`src/rtl/adder_pkg.sv`:
```
// Shared definitions for the pipelined adder/subtractor: mode encoding and
// slicing helpers used to size and validate the pipeline.
package adder_pkg;

   typedef enum logic {
      MODE_ADD = 1'b0,
      MODE_SUB = 1'b1
   } mode_e;

   function automatic int unsigned slice_width(int unsigned width, int unsigned stages);
      return width / stages;
   endfunction

   function automatic bit slicing_ok(int unsigned width, int unsigned stages);
      return (stages >= 1) && (stages <= width) && ((width % stages) == 0);
   endfunction

endpackage

```
`src/rtl/pipelined_adder_if.sv`:
```
// Operand/result stream bundle for pipelined_adder: input handshake with
// operands and mode, output handshake with sum and flags.
interface pipelined_adder_if #(
   parameter int unsigned WIDTH = 64
);

   logic             in_valid;
   logic             in_ready;
   logic [WIDTH-1:0] a;
   logic [WIDTH-1:0] b;
   logic             cin;
   logic             sub;

   logic             out_valid;
   logic             out_ready;
   logic [WIDTH-1:0] sum;
   logic             cout;
   logic             ovf;

   modport slave (
      input  in_valid, a, b, cin, sub, out_ready,
      output in_ready, out_valid, sum, cout, ovf
   );

   modport master (
      output in_valid, a, b, cin, sub, out_ready,
      input  in_ready, out_valid, sum, cout, ovf
   );

endinterface

```
`src/rtl/adder_slice.sv`:
```
// SLICE-bit combinational ripple-carry chain of full_adder cells; also exposes
// the carry into the MSB so the top slice can derive signed overflow.
module adder_slice #(
   parameter int unsigned SLICE = 16
) (
   input  logic [SLICE-1:0] a_i,
   input  logic [SLICE-1:0] b_i,
   input  logic             c_i,
   output logic [SLICE-1:0] sum_o,
   output logic             cout_o,
   output logic             cmsb_o
);

   // Each bit owns its carry nets so the ripple is not a loop on one vector.
   for (genvar i = 0; i < SLICE; i++) begin : g_bit
      logic ci;
      logic co;

      if (i == 0) begin : g_lsb
         assign ci = c_i;
      end else begin : g_up
         assign ci = g_bit[i-1].co;
      end

      full_adder u_fa (
         .a_i (a_i[i]),
         .b_i (b_i[i]),
         .c_i (ci),
         .s_o (sum_o[i]),
         .c_o (co)
      );
   end

   assign cout_o = g_bit[SLICE-1].co;
   assign cmsb_o = g_bit[SLICE-1].ci;

endmodule

```
`src/rtl/full_adder.sv`:
```
// Single-bit full adder cell.
module full_adder (
   input  logic a_i,
   input  logic b_i,
   input  logic c_i,
   output logic s_o,
   output logic c_o
);

   assign s_o = a_i ^ b_i ^ c_i;
   assign c_o = (a_i & b_i) | (c_i & (a_i ^ b_i));

endmodule

```
`src/rtl/pipelined_adder.sv`:
```
// Pipelined two's-complement adder/subtractor: STAGES registered ripple slices
// behind a valid/ready stream, one result per clock, latency STAGES.
module pipelined_adder
   import adder_pkg::*;
#(
   parameter int unsigned WIDTH  = 64,
   parameter int unsigned STAGES = 4
) (
   input  logic                clk,
   input  logic                rst,
   pipelined_adder_if.slave    bus
);

   localparam int unsigned SLICE = slice_width(WIDTH, STAGES);

   if (!slicing_ok(WIDTH, STAGES)) begin : g_bad_cfg
      $error("pipelined_adder: WIDTH must be a multiple of STAGES, 1 <= STAGES <= WIDTH");
   end

   logic [WIDTH-1:0] sum_q [STAGES];
   logic [WIDTH-1:0] a_q   [STAGES];
   logic [WIDTH-1:0] b_q   [STAGES];
   logic             c_q   [STAGES];
   logic             ovf_q [STAGES];
   logic             v_q   [STAGES];

   logic [STAGES-1:0] adv;
   logic              tail_full;

   // adv[k] = !v[k] || adv[k+1] unrolled: a stage advances unless it and every
   // stage after it are occupied while the output is stalled.
   always_comb begin
      tail_full = 1'b1;
      adv       = '0;
      for (int unsigned j = 0; j < STAGES; j++) begin
         tail_full             = tail_full & v_q[STAGES-1-j];
         adv[STAGES-1-j]       = bus.out_ready | ~tail_full;
      end
   end

   for (genvar k = 0; k < STAGES; k++) begin : g_stage
      logic [WIDTH-1:0] a_up;
      logic [WIDTH-1:0] b_up;
      logic [WIDTH-1:0] sum_up;
      logic [WIDTH-1:0] sum_d;
      logic             c_up;
      logic             v_up;
      logic [SLICE-1:0] s_sum;
      logic             s_co;
      logic             s_cm;

      if (k == 0) begin : g_head
         // Mode is folded into the operands here; later stages only add.
         always_comb begin
            a_up   = bus.a;
            b_up   = (mode_e'(bus.sub) == MODE_SUB) ? ~bus.b   : bus.b;
            c_up   = (mode_e'(bus.sub) == MODE_SUB) ? ~bus.cin : bus.cin;
            sum_up = '0;
            v_up   = bus.in_valid;
         end
      end else begin : g_body
         always_comb begin
            a_up   = a_q[k-1];
            b_up   = b_q[k-1];
            c_up   = c_q[k-1];
            sum_up = sum_q[k-1];
            v_up   = v_q[k-1];
         end
      end

      adder_slice #(
         .SLICE (SLICE)
      ) u_slice (
         .a_i    (a_up[k*SLICE +: SLICE]),
         .b_i    (b_up[k*SLICE +: SLICE]),
         .c_i    (c_up),
         .sum_o  (s_sum),
         .cout_o (s_co),
         .cmsb_o (s_cm)
      );

      always_comb begin
         sum_d                    = sum_up;
         sum_d[k*SLICE +: SLICE]  = s_sum;
      end

      // Stalled stages keep everything; bubbles only clear the valid bit.
      always_ff @(posedge clk) begin
         if (rst) begin
            v_q[k]   <= 1'b0;
            sum_q[k] <= '0;
            a_q[k]   <= '0;
            b_q[k]   <= '0;
            c_q[k]   <= 1'b0;
            ovf_q[k] <= 1'b0;
         end else if (adv[k]) begin
            v_q[k] <= v_up;
            if (v_up) begin
               sum_q[k] <= sum_d;
               a_q[k]   <= a_up;
               b_q[k]   <= b_up;
               c_q[k]   <= s_co;
               ovf_q[k] <= s_cm ^ s_co;
            end
         end
      end
   end

   assign bus.in_ready  = adv[0];
   assign bus.out_valid = v_q[STAGES-1];
   assign bus.sum       = sum_q[STAGES-1];
   assign bus.cout      = c_q[STAGES-1];
   assign bus.ovf       = ovf_q[STAGES-1];

endmodule

```
`src/flat_wrapper.sv`:
```
// flat-port wrapper written by rule: the top's interface ports become plain ports
module pipelined_adder_flat import adder_pkg::*;
#(
   parameter int unsigned WIDTH  = 64,
   parameter int unsigned STAGES = 4
)
  (clk, rst, bus_in_valid, bus_a, bus_b, bus_cin, bus_sub, bus_out_ready, bus_in_ready, bus_out_valid, bus_sum, bus_cout, bus_ovf);
  pipelined_adder_if #(.WIDTH(WIDTH)) bus_i ();
  input  logic clk;
  input  logic rst;
  input wire logic [$bits(bus_i.in_valid)-1:0] bus_in_valid;
  input wire logic [$bits(bus_i.a)-1:0] bus_a;
  input wire logic [$bits(bus_i.b)-1:0] bus_b;
  input wire logic [$bits(bus_i.cin)-1:0] bus_cin;
  input wire logic [$bits(bus_i.sub)-1:0] bus_sub;
  input wire logic [$bits(bus_i.out_ready)-1:0] bus_out_ready;
  output wire logic [$bits(bus_i.in_ready)-1:0] bus_in_ready;
  output wire logic [$bits(bus_i.out_valid)-1:0] bus_out_valid;
  output wire logic [$bits(bus_i.sum)-1:0] bus_sum;
  output wire logic [$bits(bus_i.cout)-1:0] bus_cout;
  output wire logic [$bits(bus_i.ovf)-1:0] bus_ovf;
  assign bus_i.in_valid = bus_in_valid;
  assign bus_i.a = bus_a;
  assign bus_i.b = bus_b;
  assign bus_i.cin = bus_cin;
  assign bus_i.sub = bus_sub;
  assign bus_i.out_ready = bus_out_ready;
  assign bus_in_ready = bus_i.in_ready;
  assign bus_out_valid = bus_i.out_valid;
  assign bus_sum = bus_i.sum;
  assign bus_cout = bus_i.cout;
  assign bus_ovf = bus_i.ovf;
  pipelined_adder #(.WIDTH(WIDTH), .STAGES(STAGES)) u_core (.clk(clk), .rst(rst), .bus(bus_i));
endmodule
```
`config.mk`:
```
export PLATFORM = sky130hd
export DESIGN_NAME = pipelined_adder_flat
export DESIGN_NICKNAME = d
export VERILOG_FILES = /design/src/rtl/adder_pkg.sv /design/src/rtl/pipelined_adder_if.sv /design/src/rtl/adder_slice.sv /design/src/rtl/full_adder.sv /design/src/rtl/pipelined_adder.sv /design/src/flat_wrapper.sv
export SDC_FILE = /design/constraint.sdc
export NUM_CORES = 1
export LEC_CHECK = 0
export CAP_MARGIN = 20
export CORE_MARGIN = 2
export CORE_UTILIZATION = 56
export DETAILED_ROUTE_END_ITERATION = 10
export PLACE_DENSITY_LB_ADDON = 0.08
export SLEW_MARGIN = 20
export SYNTH_ARGS = -nofsm -noshare
export SYNTH_HDL_FRONTEND = slang
export SYNTH_SLANG_ARGS = --single-unit
```
`constraint.sdc`:
```
create_clock -name clk -period 9.5 [get_ports clk]
set_input_delay 1.9 -clock clk [delete_from_list [all_inputs] [get_ports clk]]
set_output_delay 1.9 -clock clk [all_outputs]
set_load 0.1 [all_outputs]
```
==> impl_metrics.toml, run 1 <==
[critical_path]
timing.rr.end = "u_core.sum_q[1][127]"
rr_startpoint = "u_core.b_q[1][48]"
required_ns = 9.73
worst_path_largest_cell_delay_ns = 0.49
rr_worst_depth = 18
cp-start-kind = "primary input"
crit_path_end_kind = "flop"
arrival_ns = 8.74
path_cells = "clkdlybuf4s50_1, xnor2_1, fa_1, fa_1, fa_1, fa_1, fa_1, fa_1, fa_1, fa_1, fa_1, fa_1, fa_1, fa_1, fa_1, inv_1, fa_1, inv_1, fa_1, fa_1, a211oi_1"
r2r_setup_slack_ns = 1.28
cp_common_cell = "fa_1"
crit_slowest_cell = "fa_1"
path_buf_inv = 3
setup.worst_path.class = "in -> reg"
worstPathMaxFanout = 1
path_delay_family = "adder cells"

[worst_hold_path]
hp-start = "u_core.a_q[0][39]"
worstHoldPathType = "reg -> reg"
hold_depth = 1
min_to = "u_core.a_q[0][103]"

[pwr]
powerDensity_mw_per_mm2 = 185.4
p_leak_nw = 6.860
p_total_mw = 3.745
ir_drop_v = 0.0001022

[timing]
finalCritPeriodShare_pct = 89.61
fin_skew_ns = 0.01475
worst_slack_ns = 0.9866
setup_tns_ns = 0
min_period_ns = 8.513
finalHoldViolCount = 0
max_freq_ghz = 0.1175
worst_pin_slew_ns = 1.077
drv_slew = 0
grt_setup_unrepaired = "no"
setup_viol = 0
max-slew-margin-rel_pct = 28.19

[placed_design]
gp_congestion = 0.7753
dpl.hpwl_mm = 17.90
portBuffers = 201
dp_cells = 1561
pre_cts_slack_ns = 0.4212

[synthesis]
synth_top_family_by_area = "simple AND/OR/NAND/NOR gates"
synth-compound-area-share_pct = 6.419
avgSynthCellArea_um2 = 15.95
synthSimpleGateAreaFrac_pct = 12.91
synth_fa_ha_area_share_pct = 7.608
yosys_warnings = 0
ys_ff_latch = 361
syn_area_mm2 = 0.01684
synth_top_area_cell = "edfxtp_1"
synthXorXnorAreaFrac_pct = 3.433
synth-seq-area-share_pct = 64.37
ys_types = 24
synthMuxAreaShare_pct = 0
synthesis.nets = 1254
synthTopCellsByArea = "edfxtp_1 (64%), nor3b_1 (8.2%), fa_1 (7.6%)"
netlist.area_leader.share_pct = 64.37
synthCells = 1056

[detailed_routing]
ant_nets = 0
vias_per_cell = 5.363
routedWlPerCell_um = 18.08
drtPass1Iterations = 4
drc_errors = 0
drt_first_iter_violations = 502
routed_wirelength_mm = 29.50
route.vias.total = 8747

[global_routing]
grt_overflow_total = 0
grt_pass1_wl_mm = 47.18
grt_start_max_net_pins = 169
grt_util_all_layers_pct = 19.32
antenna_found_initial = 2
grt_pass1_vias = 8854

[clocking]
cts-buffers-inserted = 38
insertion_delay_ns = 0.51
cts_buffer_depth = 3
h-tree-depth = 2
cts-root-buf = "clkbuf_16"
clkSinkCount = 361
postCtsSetupRepairBufs = 0
clk_pin_slew_ns = 0.06
ctsHoldBuffers = 0
ctsResizeCount = 0
cts_tree = "yes"

[layout]
final_cell_count_no_fill = 1631
fillers = 2093
drive_above_1_share_pct = 13.63
syn_to_final_growth_pct = 19.96
multi_input_area_mm2 = 0.005200
finish.utilization_pct = 68.16
ff_latch_area_mm2 = 0.01084
nets = 1409

[floorplan]
die_y_um = 177.4
core-area_mm2 = 0.02964
ios = 202
die_w_um = 177.4
num_rows = 63
die_area_mm2 = 0.03147
start_util_pct = 56.82

[run]
max_cap_viol_count = 0

[outcome]
status = "finished, final reports clean"
through the flow:
step           cell area (µm²)  hold WS, ns
3_5_place_dp             19000       0.5517
4_1_cts                  20200       0.5675
6_report                 20200       0.5621
3_3_place_gp             18970       0.5420
5_1_grt                  20200       0.5754
2_1_floorplan            16840       0.5375
area by class of cell:
cell class / instances / area share, %
antenna: 1 / 0.01239
clock buffer: 52 / 5.283
clock inverter: 17 / 0.6441
inverter: 83 / 1.542
multi-input combinational: 510 / 25.74
sequential: 361 / 53.66
tap: 390 / 2.415
timing repair buffer: 217 / 10.70
state kept, by name, summed over array words and instances (netlist names):
name,count
u_core.sum_q,160
u_core.a_q,96
u_core.b_q,96
u_core.c_q,4
u_core.v_q,4
u_core.ovf_q,1
routing by layer:
metal	GRT usage [%]	wire length, µm	vias to the layer above
met4	6.523	645	2
met2	34.21	15660	185
met3	3.342	1435	46
li1	-	-	4199
met1	24.05	11740	4315
met5	0	16	-
how the worst max path moves through the flow:
stage	from	endpoint	slack, ns	cells past startpoint
after floorplan	bus_sub	u_core.sum_q[0][15]	0.72	22
after detailed placement	bus_b[0]	u_core.sum_q[0][15]	0.42	21
final	bus_b[0]	u_core.sum_q[0][15]	0.99	21
after CTS	bus_b[0]	u_core.sum_q[0][15]	0.98	21
after global routing	bus_b[0]	u_core.sum_q[0][15]	0.74	21
after global placement	bus_b[0]	u_core.sum_q[0][15]	0.56	21
synthesized netlist by cell type:
| master | n |
|---|---|
| and4b_1 | 1 |
| a21oi_1 | 2 |
| nor3_1 | 7 |
| nor3b_1 | 185 |
| nand2_1 | 3 |
| a211oi_2 | 40 |
| nor2_1 | 4 |
| and3b_1 | 1 |
| a211oi_1 | 73 |
| o21bai_1 | 3 |
| nor2b_1 | 3 |
| fa_1 | 64 |
| buf_6 | 16 |
| inv_1 | 83 |
| xnor2_1 | 64 |
| clkbuf_1 | 33 |
| nor3b_2 | 52 |
| buf_4 | 3 |
| edfxtp_1 | 361 |
| xor2_1 | 2 |
| buf_1 | 3 |
| nand3_1 | 1 |
| buf_2 | 47 |
| nand2b_1 | 5 |
kinds of logic after synthesis:
| logic type | after synthesis |
|---|---|
| and+or+nand+nor | 262 |
| adders and majority gates | 64 |
| buffers and inverters | 185 |
| DFF | 361 |
| xor gates and xnor gates | 66 |
| AOI/OAI and AO/OA | 118 |
layout by cell type, fill, tap and decap left out, types with 2 or more instances in the layout:
master,Yosys,layout
buf_4,3,15
clkinv_1,0,9
clkinv_2,0,4
nand2_1,3,3
xnor2_1,64,64
nor2b_1,3,2
fa_1,64,64
nor2_1,4,4
o21bai_4,0,3
clkdlybuf4s50_1,0,200
edfxtp_1,361,361
nor3b_1,185,185
inv_1,83,83
nor3b_2,52,52
nor3_1,7,7
xor2_1,2,2
bufinv_16,0,2
a211oi_1,73,73
a211oi_2,40,40
clkbuf_16,0,41
nand2b_4,0,3
clkbuf_1,33,11
power by group:
| group | switching (mW) | internal, mW | total (mW) |
|---|---|---|---|
| registers | 0.0345 | 1.87 | 1.91 |
| clock network | 0.569 | 0.840 | 1.41 |
| logic | 0.247 | 0.180 | 0.427 |
worst register-to-register path, stage by stage, from the launching register on:
cell and delay [ns]:
edfxtp_1 0.40, fa_1 0.46, fa_1 0.46, fa_1 0.46, fa_1 0.47, fa_1 0.49, fa_1 0.47, fa_1 0.46
fa_1 0.46, fa_1 0.47, fa_1 0.46, fa_1 0.47, fa_1 0.46, fa_1 0.46, fa_1 0.46, fa_1 0.47
inv_1 0.10, fa_1 0.39, nor3_1 0.20
No activity file was read; power rests on OpenSTA's default activity.
==> run 2, diff against run 1 <==
--- a/config.mk
+++ b/config.mk
@@ -6,7 +6,7 @@
 export NUM_CORES = 1
 export LEC_CHECK = 0
 export CAP_MARGIN = 20
-export CORE_MARGIN = 2
+export CORE_MARGIN = 3
 export CORE_UTILIZATION = 56
 export DETAILED_ROUTE_END_ITERATION = 10
 export PLACE_DENSITY_LB_ADDON = 0.08
==> impl_metrics.toml, run 2 (synthesized netlist as in run 1, its figures left out) <==
[pwr]
ir_drop_v = 0.0001094
p_leak_nw = 6.832
powerDensity_mw_per_mm2 = 181.6
p_total_mw = 3.650

[critical_path]
path_cells = "clkdlybuf4s50_1, xnor2_1, fa_1, fa_1, fa_1, fa_1, fa_1, fa_1, fa_1, fa_1, fa_1, fa_1, fa_1, fa_1, fa_1, inv_1, fa_1, inv_1, fa_1, fa_1, a211oi_1"
path_buf_inv = 3
required_ns = 9.72
arrival_ns = 8.75
cp-start-kind = "primary input"
crit_slowest_cell = "fa_1"
crit_path_end_kind = "flop"
cp_common_cell = "fa_1"
path_delay_family = "adder cells"
worstPathMaxFanout = 1
setup.worst_path.class = "in -> reg"
worst_path_largest_cell_delay_ns = 0.50

[layout]
mostFrequentLayoutCells = "edfxtp_1 (361), clkdlybuf4s50_1 (200), nor3b_1 (185)"
mostFrequentLayoutCell = "edfxtp_1"
top_regs = "u_core.sum_q (160), u_core.a_q (96), u_core.b_q (96)"
largest-register = "u_core.sum_q"
syn_to_final_growth_pct = 19.37
largest_register_ffs = 160
nets = 1409
drive_above_1_share_pct = 13.96
final_cell_count_no_fill = 1625

[detailed_routing]
routed-wl-met2_mm = 15.22
drt_first_iter_violations = 589
vias_per_cell = 5.447
routed_wirelength_mm = 29.97
routedWlPerCell_um = 18.44
drtPass1Iterations = 5
ant_nets = 0
drc_errors = 0
route.vias.total = 8852
wl_met1_mm = 12.62
dr.max_layer_used = "met5"
wl_met3_mm = 1.505

[floorplan]
die_y_um = 179.4
die_w_um = 179.4
num_rows = 62
start_util_pct = 57.73
core-area_mm2 = 0.02917
ios = 202
die_area_mm2 = 0.03219

[timing]
finalHoldViolCount = 0
worst_pin_slew_ns = 1.083
grt_setup_unrepaired = "no"
setup_tns_ns = 0
worst_slack_ns = 0.9676
finalCritPeriodShare_pct = 89.81
max-slew-margin-rel_pct = 27.57
fin_skew_ns = 0.01565
max_freq_ghz = 0.1172
drv_slew = 0
min_period_ns = 8.532
setup_viol = 0
fin_hold_ws_ns = 0.5651

[global_routing]
grt_start_max_net_pins = 92
grt_pass1_vias = 8964
grt_overflow_total = 0
grt_pass1_wl_mm = 48.24
grt_util_all_layers_pct = 18.47
antenna_found_initial = 4

[worst_hold_path]
worstHoldPathType = "reg -> reg"

[clocking]
cts_buffer_depth = 3
postCtsSetupRepairBufs = 0
h-tree-depth = 2
ctsResizeCount = 0
clk_pin_slew_ns = 0.06
insertion_delay_ns = 0.51
cts-buffers-inserted = 37
cts-root-buf = "clkbuf_16"
ctsHoldBuffers = 0
cts_tree = "yes"
clkSinkCount = 361

[outcome]
status = "finished, final reports clean"

[placed_design]
portBuffers = 201
dp_cells = 1555
dpl.hpwl_mm = 18.23
pre_cts_slack_ns = 0.4437
gp_congestion = 0.8060

[run]
max_cap_viol_count = 0
run 2: cell count changes in the layout (fill, tap and decap cells not counted), sizes merged:
cell and delta:
diode +1, bufinv -2, clkinv +6, buf +1, inv +1, clkbuf -7
run 2: final cells by class:
| class | count | area (µm²) |
|---|---|---|
| diodes | 2 | 5.005 |
| clock buffers | 45 | 998.5 |
| clock inverters | 22 | 105.1 |
| fillers | 1973 | 9066 |
| inverters | 83 | 311.5 |
| multi-input cells | 510 | 5200 |
| flip-flops and latches | 361 | 10840 |
| well taps | 384 | 480.5 |
| repair buffers | 218 | 2161 |
run 2: stage by stage:
stage,utilization (%),instance area [µm²]
floorplan,-,16840
global placement,65.01,18960
global route,68.92,20100
CTS,68.79,20070
detailed placement,65.01,18960
finish,68.92,20100
run 2: per-layer routing:
layer / GRT usage (%) / vias up
met3: 2.971 / 54
met1: 24.52 / 4379
li1: - / 4192
met2: 31.94 / 223
met4: 5.229 / 4
met5: 0 / -
run 2: path summary, 6_finish.rpt:
kind | start | endpoint | slack, ns | depth (start not counted)
worst max-delay path | bus_b[0] | u_core.sum_q[0][15] | 0.97 | 21
worst min register to register | u_core.a_q[0][62] | u_core.a_q[0][126] | 0.57 | 1
worst max register to register | u_core.b_q[1][48] | u_core.sum_q[1][127] | 1.33 | 18
worst min-delay path | u_core.a_q[0][62] | u_core.a_q[0][126] | 0.57 | 1
run 2: power by group:
part           leakage, nW  internal [mW]  switching (mW)
Clock                0.549          0.748           0.567
Combinational         2.46          0.179           0.247
Sequential            3.82           1.87          0.0352
Total                 6.83           2.80           0.849
==> variant, RTL diff (config.mk and constraints of run 1) <==
`WIDTH` is set to 64 in 3 places; all go to 128.
--- a/src/rtl/pipelined_adder_if.sv
+++ b/src/rtl/pipelined_adder_if.sv
@@ -2,5 +2,5 @@
 // operands and mode, output handshake with sum and flags.
 interface pipelined_adder_if #(
-   parameter int unsigned WIDTH = 64
+   parameter int unsigned WIDTH = 128
 );
 
--- a/src/rtl/pipelined_adder.sv
+++ b/src/rtl/pipelined_adder.sv
@@ -4,5 +4,5 @@
    import adder_pkg::*;
 #(
-   parameter int unsigned WIDTH  = 64,
+   parameter int unsigned WIDTH  = 128,
    parameter int unsigned STAGES = 4
 ) (
--- a/src/flat_wrapper.sv
+++ b/src/flat_wrapper.sv
@@ -2,5 +2,5 @@
 module pipelined_adder_flat import adder_pkg::*;
 #(
-   parameter int unsigned WIDTH  = 64,
+   parameter int unsigned WIDTH  = 128,
    parameter int unsigned STAGES = 4
 )
Ports: changed (resized bus_a, bus_b and bus_sum); port bits go from 202 to 394. No check against the original RTL was run, so the function may have changed too.
==> variant against run 1 <==
The run now ends with negative setup slack left; sequential cell count rose by 352; worst setup slack worse by 4.6 ns; register-to-register slack got worse by 4.1 ns; synthesized area rose by 98%; cell area grew 100%; highest routed layer is now met4; power is 99% higher; routed wire length grew 140%; largest power group unchanged; global-route usage is 3.8 points higher.
==> variant: results <==
outcome:
  outcome: "complete, but fails checks"
  violations: "negative setup slack"
global_routing:
  grt_pass1_wl_mm: 108
  grt_max_degree: 200
  grt_pass1_vias: 18724
power_and_ir_drop:
  power_mw: 7.46
  cellLeakagePower_nw: 13.2
  p_clk_mw: 2.71
  cell_internal_pwr_mw: 5.67
  peakVddDrop_v: 0.000139
  power_frac_comb_pct: 12.9
timing:
  fin_worst_skew_ns: 0.0168
  setup_ws_ns: -3.61
  setup_tns_ns: -70.72
  worst_pin_slew_ns: 1.34
  setup_viol: 40
layout:
  biggestRegsByFlops: "u_core.sum_q x320, u_core.a_q x192, u_core.b_q x192"
  n_antenna_cell: 0
  num-nets-final: 2743
  final.fill_count: 3962
  layout-drive-gt1-share_pct: 19.4
  instances_no_fill: 3185
logic_synthesis:
  netlist_top_cells_count: "edfxtp_1 (713), nor4b_1 (285), a211oi_1 (165), inv_1 (145)"
  synth-compound-area-share_pct: 6.07
  synthAdderAreaFrac_pct: 7.70
  synth_seq_area_share_pct: 64.3
  avgSynthCellArea_um2: 16.0
  synth_xor_area_share_pct: 3.42
  synth_area_leaders: "edfxtp_1 (64%), fa_1 (7.7%), nor4b_1 (7.5%)"
  synth_edf_count: 713
clocking:
  numCtsBuffers: 73
  clock_latency_ns: 0.60
  htreeDepth: 3
routing:
  wl_mm: 70.7
  drtIter0Drc: 1309
  firstDrtPassIters: 7
setup_path:
  critPathArrivalTime_ns: 13.41
  startpoint: "bus_sub"
  reg2reg_from: "u_core.c_q[2]$_SDFFCE_PN0P_"
  slowest_delay_ns: 0.54
  reg2reg_to: "u_core.sum_q[1][255]$_SDFFCE_PN0P_"
  critPathCapture: "u_core.sum_q[0][31]$_SDFFCE_PN0P_"
  slowest_stage: "fa_2"
place:
  postPlaceCellArea_mm2: 0.0380
  pre_cts_slack_ns: -4.64
  portBuffers: 393
  routabilityCongestion: 0.818
  dp.cells: 3050
worst_hold_path:
  hold_start: "u_core.a_q[0][79]$_SDFFCE_PN0P_"
variant: layout make-up:
type	instances	area, um2	area share, %
inverter	147	559	1.38
tap	773	967	2.39
timing repair buffer	431	4270	10.6
clock buffer	96	2000	4.95
clock inverter	38	259	0.641
sequential	713	21400	53.0
multi-input combinational	987	10900	27.1
variant: repair_timing:
| item | 4_1_cts | 5_1_grt |
|---|---|---|
| hold endpoints to repair | 0 | 0 |
| resized for setup | 26 | 12 |
| pin swaps | 3 | 1 |
| hold buffers | 0 | 0 |
| setup endpoints to repair | 42 | 44 |
| setup buffers | 0 | 1 |
variant: layer usage:
metal	wire length (um)	track usage (%)	vias up
met5	0	0	-
met4	2340	9.32	0
met3	3800	3.61	112
met2	34900	37.0	580
met1	29600	31.9	9465
li1	-	-	8475
variant: critical path: cells and delay by family:
family | cells | cell delay, ns
buffers and inverters | 3 | 0.23
AOI/OAI and AO/OA | 1 | 0.04
xor gates and xnor gates | 1 | 0.14
adders and majority gates | 32 | 11.06
